File: src/rtl/sprite_load_arbiter.sv
// Sprite upload sequencer: turns an SPI byte frame into storage writes and
// shares the single storage port with renderer reads, bounding write starvation.
module sprite_load_arbiter #(
    parameter int SPRITE_NUM  = 16,
    parameter int SPRITE_SIZE = 1024,
    parameter int STALL_LIMIT = 8,
    localparam int SEL_W  = $clog2(SPRITE_NUM),
    localparam int ADDR_W = $clog2(SPRITE_SIZE) + 1
) (
    input  logic              clock,
    input  logic              reset,
    input  logic              frame_start,
    input  logic              rx_valid,
    input  logic [7:0]        rx_data,
    output logic              rx_ready,
    input  logic              rd_req,
    input  logic [SEL_W-1:0]  rd_sprite,
    input  logic [ADDR_W-1:0] rd_addr,
    output logic              rd_grant,
    output logic              rd_data_valid,
    output logic [3:0]        rd_data,
    output logic [SEL_W-1:0]  st_sprite_select,
    output logic              st_w_en,
    output logic [ADDR_W-1:0] st_w_addr,
    output logic [7:0]        st_w_data,
    output logic              st_r_en,
    output logic [ADDR_W-1:0] st_r_addr,
    input  logic [3:0]        st_r_data,
    output logic              load_busy,
    output logic              load_done,
    output logic              load_error
);

    localparam int CNT_W   = ADDR_W - 1;
    localparam int STALL_W = $clog2(STALL_LIMIT + 1);
    localparam logic [STALL_W-1:0] STALL_MAX = STALL_W'(STALL_LIMIT);
    localparam logic [CNT_W-1:0]   LAST_BYTE = CNT_W'(SPRITE_SIZE / 2 - 1);

    typedef enum logic [1:0] {IDLE, HEADER, DATA, DRAIN} state_t;

    state_t              state_q;
    logic                hold_valid_q;
    logic [7:0]          hold_data_q;
    logic [ADDR_W-1:0]   hold_addr_q;
    logic [CNT_W-1:0]    byte_cnt_q, byte_cnt_d;
    logic [STALL_W-1:0]  stall_cnt_q, stall_cnt_d;
    logic [SEL_W-1:0]    load_sel_q;
    logic                rd_data_valid_q, load_done_q, load_error_q;

    logic force_wr, grant, wr_en, handshake, last_write;

    // A pending write only wins the port once it has lost STALL_LIMIT times.
    assign force_wr   = hold_valid_q && (stall_cnt_q == STALL_MAX);
    assign grant      = rd_req && !force_wr;
    assign wr_en      = hold_valid_q && !grant;
    assign last_write = wr_en && (byte_cnt_q == LAST_BYTE);

    assign rx_ready  = (state_q != DATA) || !hold_valid_q;
    assign handshake = rx_valid && rx_ready;

    assign rd_grant         = grant;
    assign st_r_en          = grant;
    assign st_w_en          = wr_en;
    assign st_sprite_select = grant ? rd_sprite : load_sel_q;
    assign st_r_addr        = rd_addr;
    assign st_w_addr        = hold_addr_q;
    assign st_w_data        = hold_data_q;
    assign rd_data          = st_r_data;
    assign rd_data_valid    = rd_data_valid_q;
    assign load_done        = load_done_q;
    assign load_error       = load_error_q;
    assign load_busy        = (state_q == HEADER) || (state_q == DATA);

    always_comb begin
        stall_cnt_d = stall_cnt_q;
        byte_cnt_d  = byte_cnt_q;
        if (wr_en) begin
            stall_cnt_d = '0;
            byte_cnt_d  = byte_cnt_q + 1'b1;
        end else if (hold_valid_q && grant && stall_cnt_q != STALL_MAX) begin
            stall_cnt_d = stall_cnt_q + 1'b1;
        end
    end

    always_ff @(posedge clock or posedge reset) begin
        if (reset) begin
            state_q         <= IDLE;
            hold_valid_q    <= 1'b0;
            hold_data_q     <= '0;
            hold_addr_q     <= '0;
            byte_cnt_q      <= '0;
            stall_cnt_q     <= '0;
            load_sel_q      <= '0;
            rd_data_valid_q <= 1'b0;
            load_done_q     <= 1'b0;
            load_error_q    <= 1'b0;
        end else begin
            rd_data_valid_q <= grant;
            load_done_q     <= 1'b0;
            load_error_q    <= 1'b0;
            if (frame_start) begin
                hold_valid_q <= 1'b0;
                byte_cnt_q   <= '0;
                stall_cnt_q  <= '0;
                state_q      <= HEADER;
            end else begin
                stall_cnt_q <= stall_cnt_d;
                byte_cnt_q  <= byte_cnt_d;
                if (wr_en) begin
                    hold_valid_q <= 1'b0;
                end
                if (last_write) begin
                    load_done_q <= 1'b1;
                    byte_cnt_q  <= '0;
                    state_q     <= IDLE;
                end
                case (state_q)
                    HEADER: begin
                        if (handshake) begin
                            if (32'(rx_data) < 32'(SPRITE_NUM)) begin
                                load_sel_q <= rx_data[SEL_W-1:0];
                                byte_cnt_q <= '0;
                                state_q    <= DATA;
                            end else begin
                                load_error_q <= 1'b1;
                                state_q      <= DRAIN;
                            end
                        end
                    end
                    DATA: begin
                        // Byte n of the frame lands on pixel pair 2n, 2n+1.
                        if (handshake) begin
                            hold_data_q  <= rx_data;
                            hold_addr_q  <= {byte_cnt_q, 1'b0};
                            hold_valid_q <= 1'b1;
                        end
                    end
                    default: ;
                endcase
            end
        end
    end

endmodule

File: config.mk
export PLATFORM = sky130hd
export DESIGN_NAME = sprite_load_arbiter
export DESIGN_NICKNAME = d
export VERILOG_FILES = /design/src/rtl/sprite_load_arbiter.sv
export SDC_FILE = /design/constraint.sdc
export NUM_CORES = 1
export LEC_CHECK = 0
export CORE_MARGIN = 4
export CORE_UTILIZATION = 44
export DETAILED_ROUTE_END_ITERATION = 6
export GPL_ROUTABILITY_DRIVEN = 1
export GPL_TIMING_DRIVEN = 0
export PLACE_DENSITY = 0.77
export SYNTH_ARGS = -nofsm -noshare
export SYNTH_HDL_FRONTEND = slang
export SYNTH_SLANG_ARGS = --single-unit
File: constraint.sdc
create_clock -name clock -period 2.9 [get_ports clock]
set_input_delay 0.29 -clock clock [delete_from_list [all_inputs] [get_ports clock]]
set_output_delay 0.29 -clock clock [all_outputs]
set_load 0.1 [all_outputs]
==> results of run 1 <==
[kinds of logic (layout without fill, tap and decap cells)]
family	count (synthesis)	after routing	share of synthesized area, %
fa+ha+maj	5	5	2.96
compound gates	20	20	8.70
buf+inv	33	100	9.53
other cells	1	1	0.177
mux	28	28	14.8
flops	42	42	49.7
simple gates	37	37	10.8
xor+xnor	8	8	3.32
[cell usage after synthesis]
library cell	n
nor2_1	12
buf_1	1
a311o_1	1
xnor2_1	8
buf_2	2
a211oi_1	3
nor3b_1	3
ha_1	5
nor4_4	1
mux2_2	26
nand4b_1	2
nor3_1	1
nand3b_4	1
a2111o_1	1
inv_1	11
nand3_1	5
nor4b_2	1
mux2i_1	2
a21oi_1	3
dfrtp_1	42
a2111oi_2	3
a21o_1	2
o21ai_0	2
buf_6	1
o22ai_1	2
conb_1	1
buf_4	18
nand2b_1	2
nand4_1	2
a2111oi_4	1
and3_1	2
a41o_1	1
nand2_1	5
o21ai_1	1
[worst max-delay path by stage]
stage / depth (start not counted) / slack [ns] / end / start
2_1_floorplan: 6 / 0.40 / load_sel_q[0] / state_q[0]
3_3_place_gp: 5 / -0.41 / st_sprite_select[0] / rd_req
3_5_place_dp: 5 / -0.44 / st_sprite_select[3] / rd_req
4_1_cts: 7 / -0.21 / st_sprite_select[1] / stall_cnt_q[0]
5_1_grt: 7 / 0.11 / st_sprite_select[3] / stall_cnt_q[0]
6_report: 7 / 0.22 / st_sprite_select[3] / stall_cnt_q[0]
[area by class of cell]
| class | instances | area [µm²] |
|---|---|---|
| Buffer | 22 | 160 |
| Clock buffer | 5 | 68.8 |
| Clock inverter | 2 | 10.0 |
| Fill cell | 385 | 1640 |
| Inverter | 11 | 41.3 |
| Multi-Input combinational cell | 99 | 868 |
| Sequential cell | 42 | 1050 |
| Tap cell | 52 | 65.1 |
| Timing Repair Buffer | 60 | 601 |
[per-layer routing]
metal	GRT usage, %	up-vias	wire [µm]
li1	-	725	-
met1	20.0	730	1920
met2	26.8	43	2190
met3	4.57	7	227
met4	4.80	0	62
met5	0	-	0
[cell usage in the layout, fill, tap and decap left out, drive strengths merged, types with 3 or more instances in the layout]
cell type / n
o21ai: 3
xnor2: 8
dfrtp: 42
a2111oi: 4
inv: 11
a211oi: 3
clkdlybuf4s50: 53
ha: 5
nor3b: 3
nand2: 5
buf: 22
a21oi: 3
clkdlybuf4s15: 5
nand3: 5
mux2: 26
clkbuf: 6
nor2: 12
[power by group]
part           internal, mW  total, mW  switching [mW]  leakage, nW
sequential            0.626      0.648          0.0212        0.569
clock                 0.162      0.345           0.184       0.0438
combinational         0.154      0.617           0.463        0.656
total                 0.942       1.61           0.668         1.27
[registers in the layout, indices dropped and copies added, names as in the netlist]
signal         flops
byte_cnt_q        10
st_w_addr         10
st_w_data          8
load_sel_q         4
stall_cnt_q        4
state_q            2
hold_valid_q       1
load_done          1
load_error         1
rd_data_valid      1
[worst max-delay path, delay by kind of cell, from the launching register on]
family / cells / cell delay, ns
compound gates: 1 / 0.29
fa+ha+maj: 1 / 0.19
buf+inv: 3 / 0.71
flops: 1 / 0.43
mux: 1 / 0.38
simple gates: 1 / 0.11
[repair_timing]
action	CTS	global route
hold buffers	0	0
endpoints found under the setup margin	7	4
resized for setup	17	3
[stage by stage]
stage	cells	cell area [µm²]	setup slack, ns
3_3_place_gp	286	2780	-0.406
3_5_place_dp	286	2780	-0.435
2_1_floorplan	174	2120	0.402
4_1_cts	293	2870	-0.213
5_1_grt	293	2870	0.115
6_report	293	2870	0.221
==> results.json, run 1 <==
{
  "status": "complete, no violations",
  "crit_path_max_incr_delay_ns": 0.47,
  "path_max_fanout": 10,
  "yosysUniqueCellTypes": 34,
  "power.density_nw_per_um2": 562,
  "grt_use_total_pct": 16.0,
  "cpMaxStageDelayCell": "clkdlybuf4s15_2",
  "die_h_um": 77.3,
  "first_global_vias": 1578,
  "cp-end-kind": "primary output",
  "r2r_cells": 6,
  "cts_root_buf": "clkbuf_8",
  "rows": 24,
  "hold_end": "state_q[1]",
  "clock_sinks": 42,
  "peakVddDrop_mv": 0.424,
  "diodes": 0,
  "reg2reg_to": "load_sel_q[1]",
  "drv_cap": 0,
  "utilization_pct": 63.6,
  "wl_mm": 4.40,
  "tightestPinTransition_ns": 0.987,
  "synth_seq_cells": 42,
  "synthCells": 174,
  "syn2layout_area_growth_pct": 35.6,
  "cellLeakagePower_nw": 1.27,
  "routedWlPerCell_um": 15.0,
  "num_io_pins": 78,
  "syn_area_um2": 2110,
  "hold_depth": 2,
  "nets": 278,
  "finalHoldViolations": 0,
  "r2r_start": "state_q[0]",
  "setup_tns_ns": 0,
  "skew_ns": 0.00936,
  "worstHoldStart": "frame_start",
  "coreArea_um2": 4500,
  "path_clk_slew_ns": 0.08,
  "htree_levels": 2,
  "antenna_found_initial": 0,
  "ys_top_cells_by_area": "dfrtp_1 50%, mux2_2 14%, buf_4 6.4%",
  "dieArea_um2": 5980,
  "port_buffers": 60,
  "crit_arrival_ns": 2.39,
  "dp_hpwl_mm": 3.29,
  "r2r_slack_ns": 0.85,
  "post-route-drc-count": 0,
  "vias_per_cell": 5.14,
  "detail-route-antenna-nets": 0,
  "timing.final.crit_share_pct": 92.4,
  "cts_buffers": 5,
  "path_cells": "inv_1, ha_1, nand3b_4, buf_6, o21ai_2, mux2_2, clkdlybuf4s15_2",
  "vias": 1505,
  "slew_violations": 0,
  "drt_first_pass_iters": 4,
  "syn_nets": 211,
  "maxSlewHeadroom_pct": 34.0,
  "critPathKind": "flop to primary output",
  "die-width_um": 77.3,
  "fmax_mhz": 373,
  "yosysTopAreaCellShare_pct": 49.7,
  "p_total_mw": 1.61,
  "rsz0062_at_grt": "no",
  "grt_first_pass_wirelength_mm": 7.68,
  "synth_seq_area_share_pct": 49.7,
  "hold_path.class": "input pin to flop",
  "grt_overflow": 0,
  "clkLatencyLatePin_ns": 0.29,
  "drive_gt1_share_pct": 29.0,
  "postCtsSetupBuffers": 0,
  "period_minus_slack_ns": 2.68,
  "setup_viol": 0,
  "avgSynthCellArea_um2": 12.1,
  "worstPathRequired_ns": 2.61,
  "crit_path_start_kind": "flop",
  "clk_path_buf_depth": 2,
  "start_util_pct": 46.9,
  "cts_tree": "done",
  "first_iter_violations": 68,
  "grt_max_degree": 43,
  "yosysTopAreaCell": "dfrtp_1",
  "yosysWarnings": 0,
  "gp_congestion": 0.749,
  "hold_ws_ns": 0.292
}
Note: power is estimated with default switching activity, not from simulation.
==> inputs of run 2 (changes only) <==
- CORE_MARGIN: 4 -> 2
==> results.json, run 2 (synthesized netlist as in run 1, its figures left out) <==
{
  "r2r_slack_ns": 0.84,
  "diodes": 0,
  "cts_buffers": 5,
  "final_cell_mix": "53 x clkdlybuf4s50_1, 42 x dfrtp_1, 26 x mux2_2",
  "dieArea_um2": 5370,
  "rsz0062_at_grt": "no",
  "skew_ns": 0.00419,
  "die-width_um": 73.3,
  "hold_end": "state_q[1]",
  "die_h_um": 73.3,
  "setup_tns_ns": 0,
  "cellLeakagePower_nw": 1.27,
  "clock_sinks": 42,
  "r2r_cells": 6,
  "grt_first_pass_wirelength_mm": 6.58,
  "drt_first_pass_iters": 4,
  "hold_path.class": "input pin to flop",
  "power.density_nw_per_um2": 567,
  "critPathKind": "flop to primary output",
  "routedWlPerCell_um": 13.8,
  "htree_levels": 2,
  "first_iter_violations": 102,
  "slew_violations": 0,
  "rows": 25,
  "path_max_fanout": 10,
  "path_clk_slew_ns": 0.07,
  "dp_cells": 288,
  "detail-route-antenna-nets": 0,
  "syn2layout_area_growth_pct": 35.6,
  "nets": 278,
  "cts_tree": "done",
  "hold_depth": 2,
  "worstHoldStart": "frame_start",
  "first_global_vias": 1342,
  "fmax_mhz": 378,
  "r2r_start": "state_q[0]",
  "crit_arrival_ns": 2.36,
  "status": "complete, no violations",
  "start_util_pct": 45.0,
  "crit_path_start_kind": "flop",
  "port_buffers": 60,
  "maxSlewHeadroom_pct": 34.2,
  "setup_viol": 0,
  "coreArea_um2": 4690,
  "cp-end-kind": "primary output",
  "clk_path_buf_depth": 2,
  "fin_cells": 294,
  "tightestPinTransition_ns": 0.983,
  "gp_congestion": 0.900,
  "grt_overflow": 0,
  "dp_hpwl_mm": 2.96,
  "post-route-drc-count": 0,
  "clkLatencyLatePin_ns": 0.29,
  "finalHoldViolations": 0,
  "wl_mm": 4.07,
  "antenna_found_initial": 0,
  "num_io_pins": 78,
  "layout_commonest_cell": "clkdlybuf4s50_1",
  "timing.final.crit_share_pct": 91.2,
  "vias_per_cell": 5.03,
  "peakVddDrop_mv": 0.435,
  "cts_root_buf": "clkbuf_8",
  "reg2reg_to": "load_sel_q[3]",
  "grt_max_degree": 43,
  "vias": 1480,
  "drv_cap": 0,
  "period_minus_slack_ns": 2.65,
  "drive_gt1_share_pct": 28.7,
  "grt_use_total_pct": 16.1,
  "worstPathRequired_ns": 2.61
}
[run 2: changes by cell type in the layout (fill, tap and decap cells not counted), sizes merged]
cell,before,now
clkbuf,6,8
clkinv,2,0
clkdlybuf4s15,5,4
[run 2: per-layer routing]
metal | GRT usage, % | vias to the layer above | part of all wire [%]
met4 | 4.24 | 0 | 1.1
met2 | 23.4 | 38 | 48
li1 | - | 727 | -
met3 | 4.94 | 7 | 4.6
met1 | 23.4 | 708 | 46
met5 | 0 | - | 0
[run 2: worst max-delay path by stage]
stage	to	depth (start not counted)	slack [ns]	start
finish	st_w_en	6	0.25	stall_cnt_q[0]
detailed placement	st_sprite_select[3]	5	-0.40	rd_req
CTS	st_sprite_select[0]	7	-0.16	stall_cnt_q[0]
global route	st_sprite_select[1]	7	0.13	stall_cnt_q[0]
global placement	st_sprite_select[2]	5	-0.39	rd_req
floorplan	load_sel_q[0]	6	0.40	state_q[0]
[run 2: per-stage QoR]
stage | utilization (%) | power (mW) | cell area, µm² | setup WS, ns | hold slack [ns]
5_1_grt | 61.1 | 1.69 | 2870 | 0.133 | 0.290
6_report | 61.1 | 1.62 | 2870 | 0.254 | 0.297
2_1_floorplan | - | 1.14 | 2120 | 0.402 | 0.442
3_5_place_dp | 59.4 | 1.28 | 2790 | -0.398 | 0.493
3_3_place_gp | 59.4 | 1.27 | 2790 | -0.390 | 0.487
4_1_cts | 61.1 | 1.64 | 2870 | -0.156 | 0.282
[run 2: timing repair]
action / 4_1_cts / 5_1_grt
setup endpoints to repair: 7 / 5
hold buffers: 0 / 0
resized for setup: 15 / 5
buffers inserted: 0 / 0
endpoints found under the hold margin: 0 / 0
[run 2: critical path: stages (launching register included)]
cell           delay, ns
dfrtp_1             0.43
inv_1               0.07
ha_1                0.18
nand3b_4            0.11
buf_6               0.16
a21oi_2             0.23
dlygate4sd2_1       0.89
[run 2: report_power, final]
part           switching (mW)  internal [mW]  total [mW]
Clock                   0.180          0.183       0.364
Sequential             0.0203          0.627       0.647
Combinational           0.460          0.154       0.613
Total                   0.660          0.964        1.62
[run 2: final cells by class]
type,instances,area (µm²)
buffer,22,160
clock buffer,6,82.6
fill,407,1830
inverter,11,41.3
multi-input combinational,99,868
sequential,42,1050
tap,54,67.6
timing repair buffer,60,594
==> inputs of run 3 (changes only) <==
- MAX_ROUTING_LAYER: not set -> met4
==> results.json, run 3 (synthesized netlist as in run 1, its figures left out) <==
{
  "r2r_start": "state_q[0]",
  "cp-end-kind": "primary output",
  "grt_use_total_pct": 16.6,
  "setup_tns_ns": 0,
  "r2r_cells": 6,
  "nets": 278,
  "skew_ns": 0.00467,
  "htree_levels": 2,
  "hold_buffers": 0,
  "wl_mm": 4.06,
  "gp_congestion": 0.916,
  "dp_hpwl_mm": 2.96,
  "critPathKind": "flop to primary output",
  "drv_cap": 0,
  "path_max_fanout": 10,
  "rows": 25,
  "cts_buffers": 5,
  "fin_cells": 294,
  "num_io_pins": 78,
  "crit_path_start_kind": "flop",
  "maxSlewHeadroom_pct": 34.2,
  "crit_path_max_incr_delay_ns": 0.89,
  "p_total_mw": 1.62,
  "slew_violations": 0,
  "syn2layout_area_growth_pct": 35.6,
  "tightestPinTransition_ns": 0.983,
  "worstSetupEndpoint": "st_w_en",
  "drive_gt1_share_pct": 28.7,
  "critPathLaunch": "stall_cnt_q[0]",
  "power.density_nw_per_um2": 567,
  "diodes": 0,
  "p_int_mw": 0.964,
  "hold_path.class": "input pin to flop",
  "rsz0062_at_grt": "no",
  "vias_per_cell": 5.04,
  "die-width_um": 73.3,
  "peakVddDrop_mv": 0.435,
  "post-route-drc-count": 0,
  "cpMaxStageDelayCell": "dlygate4sd2_1",
  "p_sw_share_pct": 40.7,
  "dp_cells": 288,
  "cts_tree": "done",
  "path_clk_slew_ns": 0.07,
  "grt_first_pass_wirelength_mm": 6.58,
  "hold_depth": 2,
  "vias": 1481,
  "grt_overflow": 0,
  "setup_viol": 0,
  "routedWlPerCell_um": 13.8,
  "dieArea_um2": 5370,
  "postCtsSetupBuffers": 0,
  "crit_arrival_ns": 2.36,
  "grt_max_degree": 43,
  "cellLeakagePower_nw": 1.27,
  "port_buffers": 60,
  "seq_power_share_pct": 39.8,
  "finalHoldViolations": 0,
  "die_h_um": 73.3,
  "power_frac_clock_pct": 22.4,
  "antenna_found_initial": 0,
  "cts_root_buf": "clkbuf_8",
  "first_global_vias": 1342,
  "final_cell_mix": "53 x clkdlybuf4s50_1, 42 x dfrtp_1, 26 x mux2_2",
  "first_iter_violations": 74,
  "worstPathRequired_ns": 2.61,
  "status": "complete, no violations",
  "layout_commonest_cell": "clkdlybuf4s50_1",
  "drt_first_pass_iters": 4,
  "clk_path_buf_depth": 2,
  "coreArea_um2": 4690,
  "timing.final.crit_share_pct": 91.3,
  "layout_setup_ws_ns": 0.253,
  "detail-route-antenna-nets": 0,
  "combPwrFrac_pct": 37.7,
  "start_util_pct": 45.0,
  "power.switching_mw": 0.661,
  "period_minus_slack_ns": 2.65,
  "reg2reg_to": "load_sel_q[3]",
  "fmax_mhz": 378,
  "pre_cts_ws_ns": -0.398,
  "clock_sinks": 42,
  "clkLatencyLatePin_ns": 0.29,
  "path_cells": "inv_1, ha_1, nand3b_4, buf_6, a21oi_2, dlygate4sd2_1",
  "r2r_slack_ns": 0.84
}
[run 3: worst min-delay path by stage]
stage | start | end | slack [ns]
4_1_cts | frame_start | state_q[1] | 0.28
5_1_grt | frame_start | state_q[1] | 0.29
3_3_place_gp | load_sel_q[3] | load_sel_q[3] | 0.49
6_report | frame_start | state_q[1] | 0.29
2_1_floorplan | rx_data[3] | st_w_data[3] | 0.44
3_5_place_dp | load_sel_q[0] | load_sel_q[0] | 0.49
[run 3: power by group through the flow]
stage          Sequential, mW  Clock (mW)  Combinational (mW)
2_1_floorplan           0.861           0               0.274
3_3_place_gp            0.657           0               0.617
3_5_place_dp            0.658           0               0.621
4_1_cts                 0.647       0.376               0.618
5_1_grt                 0.652       0.408               0.633
6_report                0.647       0.364               0.613
[run 3: cell type report]
cell class	instances	area, µm²
timing repair buffer	60	594
buffer	22	160
inverter	11	41.3
tap	54	67.6
clock buffer	6	82.6
sequential	42	1050
multi-input combinational	99	868
fill	407	1830
[run 3: worst max-delay path, delay by kind of cell, from the launching register on]
kind,cells,cell delay (ns)
buffers and inverters,3,1.12
adders and majority gates,1,0.18
DFF,1,0.43
and+or+nand+nor,1,0.11
AOI/OAI and AO/OA,1,0.23
[run 3: per-stage QoR]
| step | hold slack, ns | utilization (%) | instance area [µm²] |
|---|---|---|---|
| global route | 0.290 | 61.1 | 2870 |
| global placement | 0.487 | 59.4 | 2790 |
| CTS | 0.282 | 61.1 | 2870 |
| detailed placement | 0.493 | 59.4 | 2790 |
| floorplan | 0.442 | - | 2120 |
| finish | 0.289 | 61.1 | 2870 |
[run 3: timing repair]
action,in CTS,in global routing
setup endpoints to repair,7,5
gates resized for setup,15,5
gates cloned,0,0
[run 3: metal layers]
metal / up-vias / track usage, % / routed length, µm
li1: 726 / - / -
met4: 0 / 4.24 / 44
met2: 38 / 23.5 / 1950
met3: 7 / 4.94 / 189
met1: 710 / 23.3 / 1880
met5: - / - / 0
